<file path="src/rtl/md_pkg.sv">
// md_pkg: shared types and helpers for the md_unit multiply/divide unit.
// Holds operation and state encodings, the request payload and operation predicates.
package md_pkg;

  localparam int unsigned WIDTH = 32;
  localparam int unsigned CNT_W = $clog2(WIDTH);

  localparam logic [WIDTH-1:0] SIGN_MIN = {1'b1, {(WIDTH-1){1'b0}}};
  localparam logic [WIDTH-1:0] ALL_ONES = {WIDTH{1'b1}};

  typedef enum logic [2:0] {
    OP_MUL    = 3'd0,
    OP_MULH   = 3'd1,
    OP_MULHSU = 3'd2,
    OP_MULHU  = 3'd3,
    OP_DIV    = 3'd4,
    OP_DIVU   = 3'd5,
    OP_REM    = 3'd6,
    OP_REMU   = 3'd7
  } md_op_e;

  typedef enum logic [1:0] {
    ST_IDLE = 2'd0,
    ST_CALC = 2'd1,
    ST_FIX  = 2'd2,
    ST_DONE = 2'd3
  } md_state_e;

  // Request payload as seen on the bus when start is sampled.
  typedef struct packed {
    md_op_e           op;
    logic [WIDTH-1:0] a;
    logic [WIDTH-1:0] b;
  } md_req_t;

  function automatic logic is_div(input md_op_e op);
    return (op == OP_DIV) || (op == OP_DIVU) || (op == OP_REM) || (op == OP_REMU);
  endfunction

  function automatic logic is_rem(input md_op_e op);
    return (op == OP_REM) || (op == OP_REMU);
  endfunction

  function automatic logic is_signed_a(input md_op_e op);
    return (op == OP_MULH) || (op == OP_MULHSU) || (op == OP_DIV) || (op == OP_REM);
  endfunction

  function automatic logic is_signed_b(input md_op_e op);
    return (op == OP_MULH) || (op == OP_DIV) || (op == OP_REM);
  endfunction

  // Result for divide-by-zero (dz=1) or signed overflow (dz=0).
  function automatic logic [WIDTH-1:0] special_result(input md_op_e op,
                                                      input logic [WIDTH-1:0] a,
                                                      input logic dz);
    logic [WIDTH-1:0] r;
    if (dz) r = is_rem(op) ? a : ALL_ONES;
    else    r = is_rem(op) ? '0 : SIGN_MIN;
    return r;
  endfunction

endpackage

</file>
<file path="src/rtl/md_unit_if.sv">
// md_unit_if: start/busy/done handshake plus operand and result bus of md_unit.
interface md_unit_if;
  import md_pkg::*;

  logic             start;
  logic [2:0]       md_op;
  logic [WIDTH-1:0] a;
  logic [WIDTH-1:0] b;
  logic             busy;
  logic             done;
  logic [WIDTH-1:0] res;

  // Control unit side.
  modport master (
    output start, md_op, a, b,
    input  busy, done, res
  );

  // Multiply/divide unit side.
  modport slave (
    input  start, md_op, a, b,
    output busy, done, res
  );
endinterface

</file>
<file path="src/rtl/md_divstep.sv">
// md_divstep: one restoring-division iteration (shift in dividend bit, trial subtract).
module md_divstep
  import md_pkg::*;
(
  input  logic [WIDTH-1:0] i_rem,
  input  logic             i_bit,
  input  logic [WIDTH-1:0] i_divisor,
  output logic [WIDTH-1:0] o_rem,
  output logic             o_q
);

  logic [WIDTH:0] w_shift;
  logic [WIDTH:0] w_trial;

  // Partial remainder stays below the divisor, so WIDTH+1 bits hold the shifted value.
  always_comb begin
    w_shift = {i_rem, i_bit};
    w_trial = w_shift - {1'b0, i_divisor};
    o_q     = ~w_trial[WIDTH];
    o_rem   = o_q ? w_trial[WIDTH-1:0] : w_shift[WIDTH-1:0];
  end

endmodule

</file>
<file path="src/rtl/md_unit.sv">
// md_unit: iterative RV32M multiply/divide unit (shift-add multiplier, restoring divider).
// Optional build macro MD_EARLY_OUT_EN: divide-by-zero and signed overflow skip
// CALC/FIX and finish one cycle after start; otherwise they take the full latency.
module md_unit
  import md_pkg::*;
(
  input  logic      clk,
  input  logic      rstn,
  md_unit_if.slave  md_bus
);

  md_state_e          r_state;
  md_op_e             r_op;
  logic [WIDTH-1:0]   r_a_raw;
  logic [WIDTH-1:0]   r_opnd;      // multiplicand magnitude, or divisor magnitude
  logic [2*WIDTH-1:0] r_acc;       // product, or dividend shifting into quotient
  logic [WIDTH-1:0]   r_rem;
  logic [CNT_W-1:0]   r_cnt;
  logic               r_neg_q;
  logic               r_neg_r;
  logic               r_dz;
  logic               r_ovf;
  logic [WIDTH-1:0]   r_result;
  logic [WIDTH-1:0]   r_res;
  logic               r_busy;
  logic               r_done;

  md_req_t            w_req;
  logic               w_neg_a;
  logic               w_neg_b;
  logic [WIDTH-1:0]   w_a_mag;
  logic [WIDTH-1:0]   w_b_mag;
  logic               w_dz;
  logic               w_ovf;

  logic [WIDTH-1:0]   w_addend;
  logic [WIDTH:0]     w_mul_sum;
  logic [2*WIDTH-1:0] w_mul_acc;

  logic [WIDTH-1:0]   w_div_rem;
  logic               w_div_q;
  logic [2*WIDTH-1:0] w_div_acc;

  logic [2*WIDTH-1:0] w_prod;
  logic [WIDTH-1:0]   w_quo;
  logic [WIDTH-1:0]   w_rmd;
  logic [WIDTH-1:0]   w_fix;

  assign md_bus.busy = r_busy;
  assign md_bus.done = r_done;
  assign md_bus.res  = r_res;

  // Decode incoming request: operand magnitudes, signs and special cases.
  always_comb begin
    w_req.op = md_op_e'(md_bus.md_op);
    w_req.a  = md_bus.a;
    w_req.b  = md_bus.b;
    w_neg_a  = is_signed_a(w_req.op) & w_req.a[WIDTH-1];
    w_neg_b  = is_signed_b(w_req.op) & w_req.b[WIDTH-1];
    w_a_mag  = w_neg_a ? WIDTH'(-w_req.a) : w_req.a;
    w_b_mag  = w_neg_b ? WIDTH'(-w_req.b) : w_req.b;
    w_dz     = is_div(w_req.op) & (w_req.b == '0);
    w_ovf    = is_div(w_req.op) & is_signed_a(w_req.op)
             & (w_req.a == SIGN_MIN) & (w_req.b == ALL_ONES);
  end

  // Shift-add step: conditionally add multiplicand to high half, shift right.
  always_comb begin
    w_addend  = r_acc[0] ? r_opnd : '0;
    w_mul_sum = {1'b0, r_acc[2*WIDTH-1:WIDTH]} + {1'b0, w_addend};
    w_mul_acc = {w_mul_sum, r_acc[WIDTH-1:1]};
  end

  md_divstep u_divstep (
    .i_rem     (r_rem),
    .i_bit     (r_acc[WIDTH-1]),
    .i_divisor (r_opnd),
    .o_rem     (w_div_rem),
    .o_q       (w_div_q)
  );

  // Dividend bits leave at the top of the low half while quotient bits enter at the bottom.
  assign w_div_acc = {r_acc[2*WIDTH-1:WIDTH], r_acc[WIDTH-2:0], w_div_q};

  // Sign correction and result selection, with special cases overriding.
  always_comb begin
    w_prod = r_neg_q ? (2*WIDTH)'(-r_acc) : r_acc;
    w_quo  = r_neg_q ? WIDTH'(-r_acc[WIDTH-1:0]) : r_acc[WIDTH-1:0];
    w_rmd  = r_neg_r ? WIDTH'(-r_rem) : r_rem;
    if (r_dz || r_ovf) begin
      w_fix = special_result(r_op, r_a_raw, r_dz);
    end else if (is_div(r_op)) begin
      w_fix = is_rem(r_op) ? w_rmd : w_quo;
    end else if (r_op == OP_MUL) begin
      w_fix = w_prod[WIDTH-1:0];
    end else begin
      w_fix = w_prod[2*WIDTH-1:WIDTH];
    end
  end

  // Control FSM and datapath registers.
  always_ff @(posedge clk or negedge rstn) begin
    if (!rstn) begin
      r_state  <= ST_IDLE;
      r_op     <= OP_MUL;
      r_a_raw  <= '0;
      r_opnd   <= '0;
      r_acc    <= '0;
      r_rem    <= '0;
      r_cnt    <= '0;
      r_neg_q  <= 1'b0;
      r_neg_r  <= 1'b0;
      r_dz     <= 1'b0;
      r_ovf    <= 1'b0;
      r_result <= '0;
      r_res    <= '0;
      r_busy   <= 1'b0;
      r_done   <= 1'b0;
    end else begin
      r_done <= 1'b0;
      case (r_state)
        ST_IDLE: begin
          if (md_bus.start) begin
            r_op    <= w_req.op;
            r_a_raw <= w_req.a;
            r_cnt   <= '0;
            r_rem   <= '0;
            r_dz    <= w_dz;
            r_ovf   <= w_ovf;
            r_neg_q <= w_neg_a ^ w_neg_b;
            r_neg_r <= w_neg_a;
            if (is_div(w_req.op)) begin
              r_opnd <= w_b_mag;
              r_acc  <= {{WIDTH{1'b0}}, w_a_mag};
            end else begin
              r_opnd <= w_a_mag;
              r_acc  <= {{WIDTH{1'b0}}, w_b_mag};
            end
`ifdef MD_EARLY_OUT_EN
            if (w_dz || w_ovf) begin
              r_result <= special_result(w_req.op, w_req.a, w_dz);
              r_state  <= ST_DONE;
            end else begin
              r_busy  <= 1'b1;
              r_state <= ST_CALC;
            end
`else
            r_busy  <= 1'b1;
            r_state <= ST_CALC;
`endif
          end
        end
        ST_CALC: begin
          if (is_div(r_op)) begin
            r_acc <= w_div_acc;
            r_rem <= w_div_rem;
          end else begin
            r_acc <= w_mul_acc;
          end
          r_cnt <= r_cnt + CNT_W'(1);
          if (r_cnt == CNT_W'(WIDTH-1)) r_state <= ST_FIX;
        end
        ST_FIX: begin
          r_result <= w_fix;
          r_state  <= ST_DONE;
        end
        ST_DONE: begin
          r_res   <= r_result;
          r_done  <= 1'b1;
          r_busy  <= 1'b0;
          r_state <= ST_IDLE;
        end
        default: r_state <= ST_IDLE;
      endcase
    end
  end

endmodule

</file>
<file path="src/flat_wrapper.sv">
// flat-port wrapper written by rule: the top's interface ports become plain ports
module md_unit_flat import md_pkg::*;
  (clk, rstn, md_bus_start, md_bus_md_op, md_bus_a, md_bus_b, md_bus_busy, md_bus_done, md_bus_res);
  md_unit_if md_bus_i ();
  input  logic clk;
  input  logic rstn;
  input wire logic [$bits(md_bus_i.start)-1:0] md_bus_start;
  input wire logic [$bits(md_bus_i.md_op)-1:0] md_bus_md_op;
  input wire logic [$bits(md_bus_i.a)-1:0] md_bus_a;
  input wire logic [$bits(md_bus_i.b)-1:0] md_bus_b;
  output wire logic [$bits(md_bus_i.busy)-1:0] md_bus_busy;
  output wire logic [$bits(md_bus_i.done)-1:0] md_bus_done;
  output wire logic [$bits(md_bus_i.res)-1:0] md_bus_res;
  assign md_bus_i.start = md_bus_start;
  assign md_bus_i.md_op = md_bus_md_op;
  assign md_bus_i.a = md_bus_a;
  assign md_bus_i.b = md_bus_b;
  assign md_bus_busy = md_bus_i.busy;
  assign md_bus_done = md_bus_i.done;
  assign md_bus_res = md_bus_i.res;
  md_unit u_core (.clk(clk), .rstn(rstn), .md_bus(md_bus_i));
endmodule
</file>
<file path="config.mk">
export PLATFORM = sky130hd
export DESIGN_NAME = md_unit_flat
export DESIGN_NICKNAME = d
export VERILOG_FILES = /design/src/rtl/md_pkg.sv /design/src/rtl/md_unit_if.sv /design/src/rtl/md_divstep.sv /design/src/rtl/md_unit.sv /design/src/flat_wrapper.sv
export SDC_FILE = /design/constraint.sdc
export NUM_CORES = 1
export LEC_CHECK = 0
export BUFFER_PORTS_ARGS = -buffer_cell sky130_fd_sc_hd__buf_4
export CAP_MARGIN = 20
export CORE_AREA = 2 2 181 183
export CTS_BUF_LIST = sky130_fd_sc_hd__clkbuf_16
export CTS_CLUSTER_DIAMETER = 200
export DETAILED_ROUTE_END_ITERATION = 6
export DIE_AREA = 0 0 183 185
export HOLD_SLACK_MARGIN = 0.05
export MAX_ROUTING_LAYER = met4
export PLACE_DENSITY = 0.84
export REMOVE_ABC_BUFFERS = 1
export SKIP_CTS_REPAIR_TIMING = 1
export SYNTH_ARGS = -nofsm -noshare
export SYNTH_HDL_FRONTEND = slang
export SYNTH_SLANG_ARGS = --single-unit
export TNS_END_PERCENT = 10
</file>
<file path="constraint.sdc">
create_clock -name clk -period 5.13 [get_ports clk]
set_input_delay 0.2565 -clock clk [delete_from_list [all_inputs] [get_ports clk]]
set_output_delay 0.2565 -clock clk [all_outputs]
set_load 0.1 [all_outputs]
</file>
==> reports/results.ini <==
[grt]
grt_antenna_before_repair = 0
grt_pass1_vias = 16450
grtUsageTotal = 0.3511
grt_start_max_net_pins = 151
globalRoute.totalOverflow = 0
global_route_wire_length_before_repair_mm = 90.76

[synthesis]
synth_area_um2 = 18210
predominant_post_synthesis_flop_cell = sky130_fd_sc_hd__dfrtp_1
synthArstFlopShare = 1.000
syn_area_per_cell_um2 = 8.338
synth_cells = 2184
synth-edff-count = 0
synthDistinctLibCells = 81
yosys_register_bits = 240
yosysWarnings = 0
yosysSeqAreaShare = 0.3298

[clocking]
cts_buffer_depth = 3
clock-root-buffer = sky130_fd_sc_hd__clkbuf_16
tritoncts_clock_tree = built
cts.reportedPaths.clkPinSlew_ns = 0.07
clock_latency_ns = 0.56
htreeDepth = 1
cts.sinks = 240
cts_made_buffers = 27

[setup_path]
crit_required_ns = 5.56
worstPathBufferInverterCount = 2
worst-path-max-fanout = 23
crit_chain = inv_1 > ha_1 > fa_1 > nand2b_1 > a21oi_1 > o211ai_1 > a21oi_1 > o311ai_0 > a211o_1 > nand3_2 > buf_4 > a221o_1
cp.arrival_ns = 4.64
reg2reg_slack_ns = 0.91
crit_path_frequent_cell = sky130_fd_sc_hd__a21oi_1
critical_path.top_delay_family = compound AO/OA/AOI/OAI gates
cp-start-kind = flip-flop
timing.critical_path.slowest_cell_delay_ns = 0.77
worst_setup_path_end_kind = flip-flop
cpMaxStageDelayCell = sky130_fd_sc_hd__o311ai_0
criticalPathCategory = flip-flop to flip-flop

[floorplanning]
initial_utilization = 0.5684
fp.dieW_um = 183
design.die.area_um2 = 33860
floorplan.io_pins = 104
die_y_um = 185
core_region_area_um2 = 32040
fp-row-count = 66

[power]
power.leakage_nw = 8.819
powerDensity_nw_per_um2 = 637.9
power.ir.vdd_worst_mv = 0.5144

[sta]
finalWorstPathRequiredPeriod_ns = 4.216
tns_ns = 0
number_of_slew_limit_violations_in_the_final_report = 0
grt_setup_unrepaired = false
clock.fmax_mhz = 237.2
period_share = 0.8218
worst_pin_slew_ns = 1.064
hold_violations = 0
slew-limit-headroom = 0.2893
fin_worst_skew_ns = 0.02126
report.final.setup_viol = 0

[routing]
finalWirelength_mm = 60.07
drcViolationCount = 0
drt-pass1-iter-count = 7
antenna_violating_nets_post_route = 0
wl_per_cell_um = 22.42
drt_iter0_markers = 2302
avgViaCountPerCell = 6.664
route.vias.total = 17850

[layout]
area_growth_syn_to_layout_pct = 12.69
number_of_nets_at_the_end_of_the_flow = 2397
finished_layout_cell_area_um2 = 20520
layout-drive-gt1-share = 0.1313

[placed_design]
post-dp-hpwl_mm = 43.45
post_place_instance_area_um2 = 19270
gp_congestion = 0.9826
buffer_ports.inserted = 103

[flow_run]
cap_violations = 0

[worst_hold_path]
worstHoldPathType = input port to flip-flop

[status]
run_status = finished clean

-- state kept, by name, indices dropped and copies added (netlist names) --
signal,count
u_core.r_opnd,32
u_core.r_dz,1
u_core.md_bus.res,32
u_core.md_bus.busy,1
u_core.r_neg_r,1
u_core.r_ovf,1
u_core.r_state,2
u_core.r_a_raw,32
u_core.r_rem,32
u_core.r_result,32
u_core.r_neg_q,1
u_core.r_acc,64
u_core.r_cnt,5
u_core.r_op,3
u_core.md_bus.done,1
-- area by class of cell --
| cell class | instances | area [um^2] |
|---|---|---|
| flip-flops and latches | 240 | 6008 |
| clock inverters | 22 | 227.7 |
| fillers | 2640 | 11520 |
| clock buffers | 27 | 675.6 |
| diodes | 1 | 2.502 |
| repair buffers | 163 | 1351 |
| inverters | 75 | 281.5 |
| well taps | 408 | 510.5 |
| multi-input cells | 1743 | 11460 |
-- path summary, 6_finish.rpt --
kind / start / end / cells past startpoint
worst min register to register: u_core.r_opnd[20] / u_core.r_opnd[20] / 2
min in group asynchronous: rstn / u_core.r_rem[29] / 2
max in group asynchronous: rstn / u_core.r_opnd[26] / 3
worst max register to register: u_core.r_acc[31] / u_core.r_rem[30] / 12
worst max-delay path: u_core.r_acc[31] / u_core.r_rem[30] / 12
worst min-delay path: md_bus_a[1] / u_core.r_a_raw[1] / 3
-- through the flow --
stage	total power [mW]	setup slack [ns]	utilization	hold WS, ns	std cells
global route	13.76	0.6333	0.6404	0.08172	2678
detailed placement	10.74	1.041	0.6014	0.3218	2596
finish	13.09	0.9142	0.6405	0.05939	2679
global placement	10.48	1.148	0.6007	0.3146	2594
floorplan	8.591	-0.6237	-	-0.03909	2058
CTS	12.80	0.9978	0.6296	-0.2350	2645
-- tightest hold or removal path, delay by kind of cell --
kind            cells  cell delay (ns)
buf+inv             2             0.20
compound gates      1             0.10
-- placed cells by master, fill, tap and decap left out, types with 7 or more instances in the layout --
master	n
sky130_fd_sc_hd__o41ai_1	15
sky130_fd_sc_hd__ha_1	72
sky130_fd_sc_hd__a21o_1	29
sky130_fd_sc_hd__dfrtp_1	238
sky130_fd_sc_hd__nand4_1	16
sky130_fd_sc_hd__nand3_1	29
sky130_fd_sc_hd__nor3_1	32
sky130_fd_sc_hd__o22ai_1	9
sky130_fd_sc_hd__nand2_1	223
sky130_fd_sc_hd__a211oi_1	32
sky130_fd_sc_hd__inv_1	79
sky130_fd_sc_hd__a22oi_1	15
sky130_fd_sc_hd__mux2_2	88
sky130_fd_sc_hd__a221oi_1	17
sky130_fd_sc_hd__a21oi_1	157
sky130_fd_sc_hd__dlygate4sd3_1	32
sky130_fd_sc_hd__buf_4	127
sky130_fd_sc_hd__o21ai_0	225
sky130_fd_sc_hd__o31ai_1	40
sky130_fd_sc_hd__nor4_1	16
sky130_fd_sc_hd__o21bai_1	7
sky130_fd_sc_hd__mux2i_1	46
sky130_fd_sc_hd__clkbuf_16	27
sky130_fd_sc_hd__nor2b_1	11
sky130_fd_sc_hd__and2_1	7
sky130_fd_sc_hd__or4_1	15
sky130_fd_sc_hd__nor2_1	215
sky130_fd_sc_hd__a31oi_1	21
sky130_fd_sc_hd__or2_2	10
sky130_fd_sc_hd__o221ai_1	9
sky130_fd_sc_hd__o211ai_1	27
sky130_fd_sc_hd__xnor2_1	113
sky130_fd_sc_hd__or3_1	27
sky130_fd_sc_hd__nand2b_1	21
sky130_fd_sc_hd__and3_1	10
sky130_fd_sc_hd__xor2_1	88
-- cell usage after synthesis, types with 15 or more instances --
cell type | count | area, um^2
sky130_fd_sc_hd__dfrtp_1 | 240 | 6006
sky130_fd_sc_hd__o21ai_0 | 225 | 1126
sky130_fd_sc_hd__nand2_1 | 224 | 840.8
sky130_fd_sc_hd__nor2_1 | 215 | 807.0
sky130_fd_sc_hd__a21oi_1 | 158 | 790.8
sky130_fd_sc_hd__xnor2_1 | 113 | 989.7
sky130_fd_sc_hd__clkbuf_1 | 112 | 420.4
sky130_fd_sc_hd__mux2_2 | 88 | 991.0
sky130_fd_sc_hd__xor2_1 | 88 | 770.7
sky130_fd_sc_hd__ha_1 | 75 | 938.4
sky130_fd_sc_hd__inv_1 | 74 | 277.8
sky130_fd_sc_hd__mux2i_1 | 46 | 460.4
sky130_fd_sc_hd__o31ai_1 | 40 | 300.3
sky130_fd_sc_hd__a211oi_1 | 32 | 240.2
sky130_fd_sc_hd__nor3_1 | 32 | 160.2
sky130_fd_sc_hd__nand3_1 | 30 | 150.1
sky130_fd_sc_hd__a21o_1 | 29 | 217.7
sky130_fd_sc_hd__o211ai_1 | 27 | 202.7
sky130_fd_sc_hd__or3_1 | 27 | 168.9
sky130_fd_sc_hd__a31oi_1 | 21 | 131.4
sky130_fd_sc_hd__nand2b_1 | 21 | 131.4
sky130_fd_sc_hd__a221oi_1 | 17 | 148.9
sky130_fd_sc_hd__nand4_1 | 16 | 100.1
sky130_fd_sc_hd__nor4_1 | 16 | 100.1
sky130_fd_sc_hd__a22oi_1 | 15 | 112.6
sky130_fd_sc_hd__o41ai_1 | 15 | 131.4
sky130_fd_sc_hd__or4_1 | 15 | 112.6
-- kinds of logic after synthesis --
group,share of synthesized area
compound gates,0.2291
simple gates,0.1687
flops,0.3298
xor+xnor,0.09667
buf+inv,0.04239
mux,0.07970
fa+ha+maj,0.05373
-- power breakdown --
| part | internal (mW) | leakage, nW | switching, mW |
|---|---|---|---|
| Sequential | 2.68 | 3.02 | 0.871 |
| Clock | 1.20 | 0.458 | 0.820 |
| Combinational | 2.62 | 5.34 | 4.89 |
| Total | 6.51 | 8.82 | 6.58 |
-- routing by layer --
metal | part of all wire | global-route usage | routed length (um)
met1 | 0.39 | 0.4462 | 23490
met2 | 0.44 | 0.5202 | 26620
met3 | 0.096 | 0.07078 | 5790
met4 | 0.069 | 0.2077 | 4168
met5 | 0 | - | 0
Power figures use the tool's default switching activity.
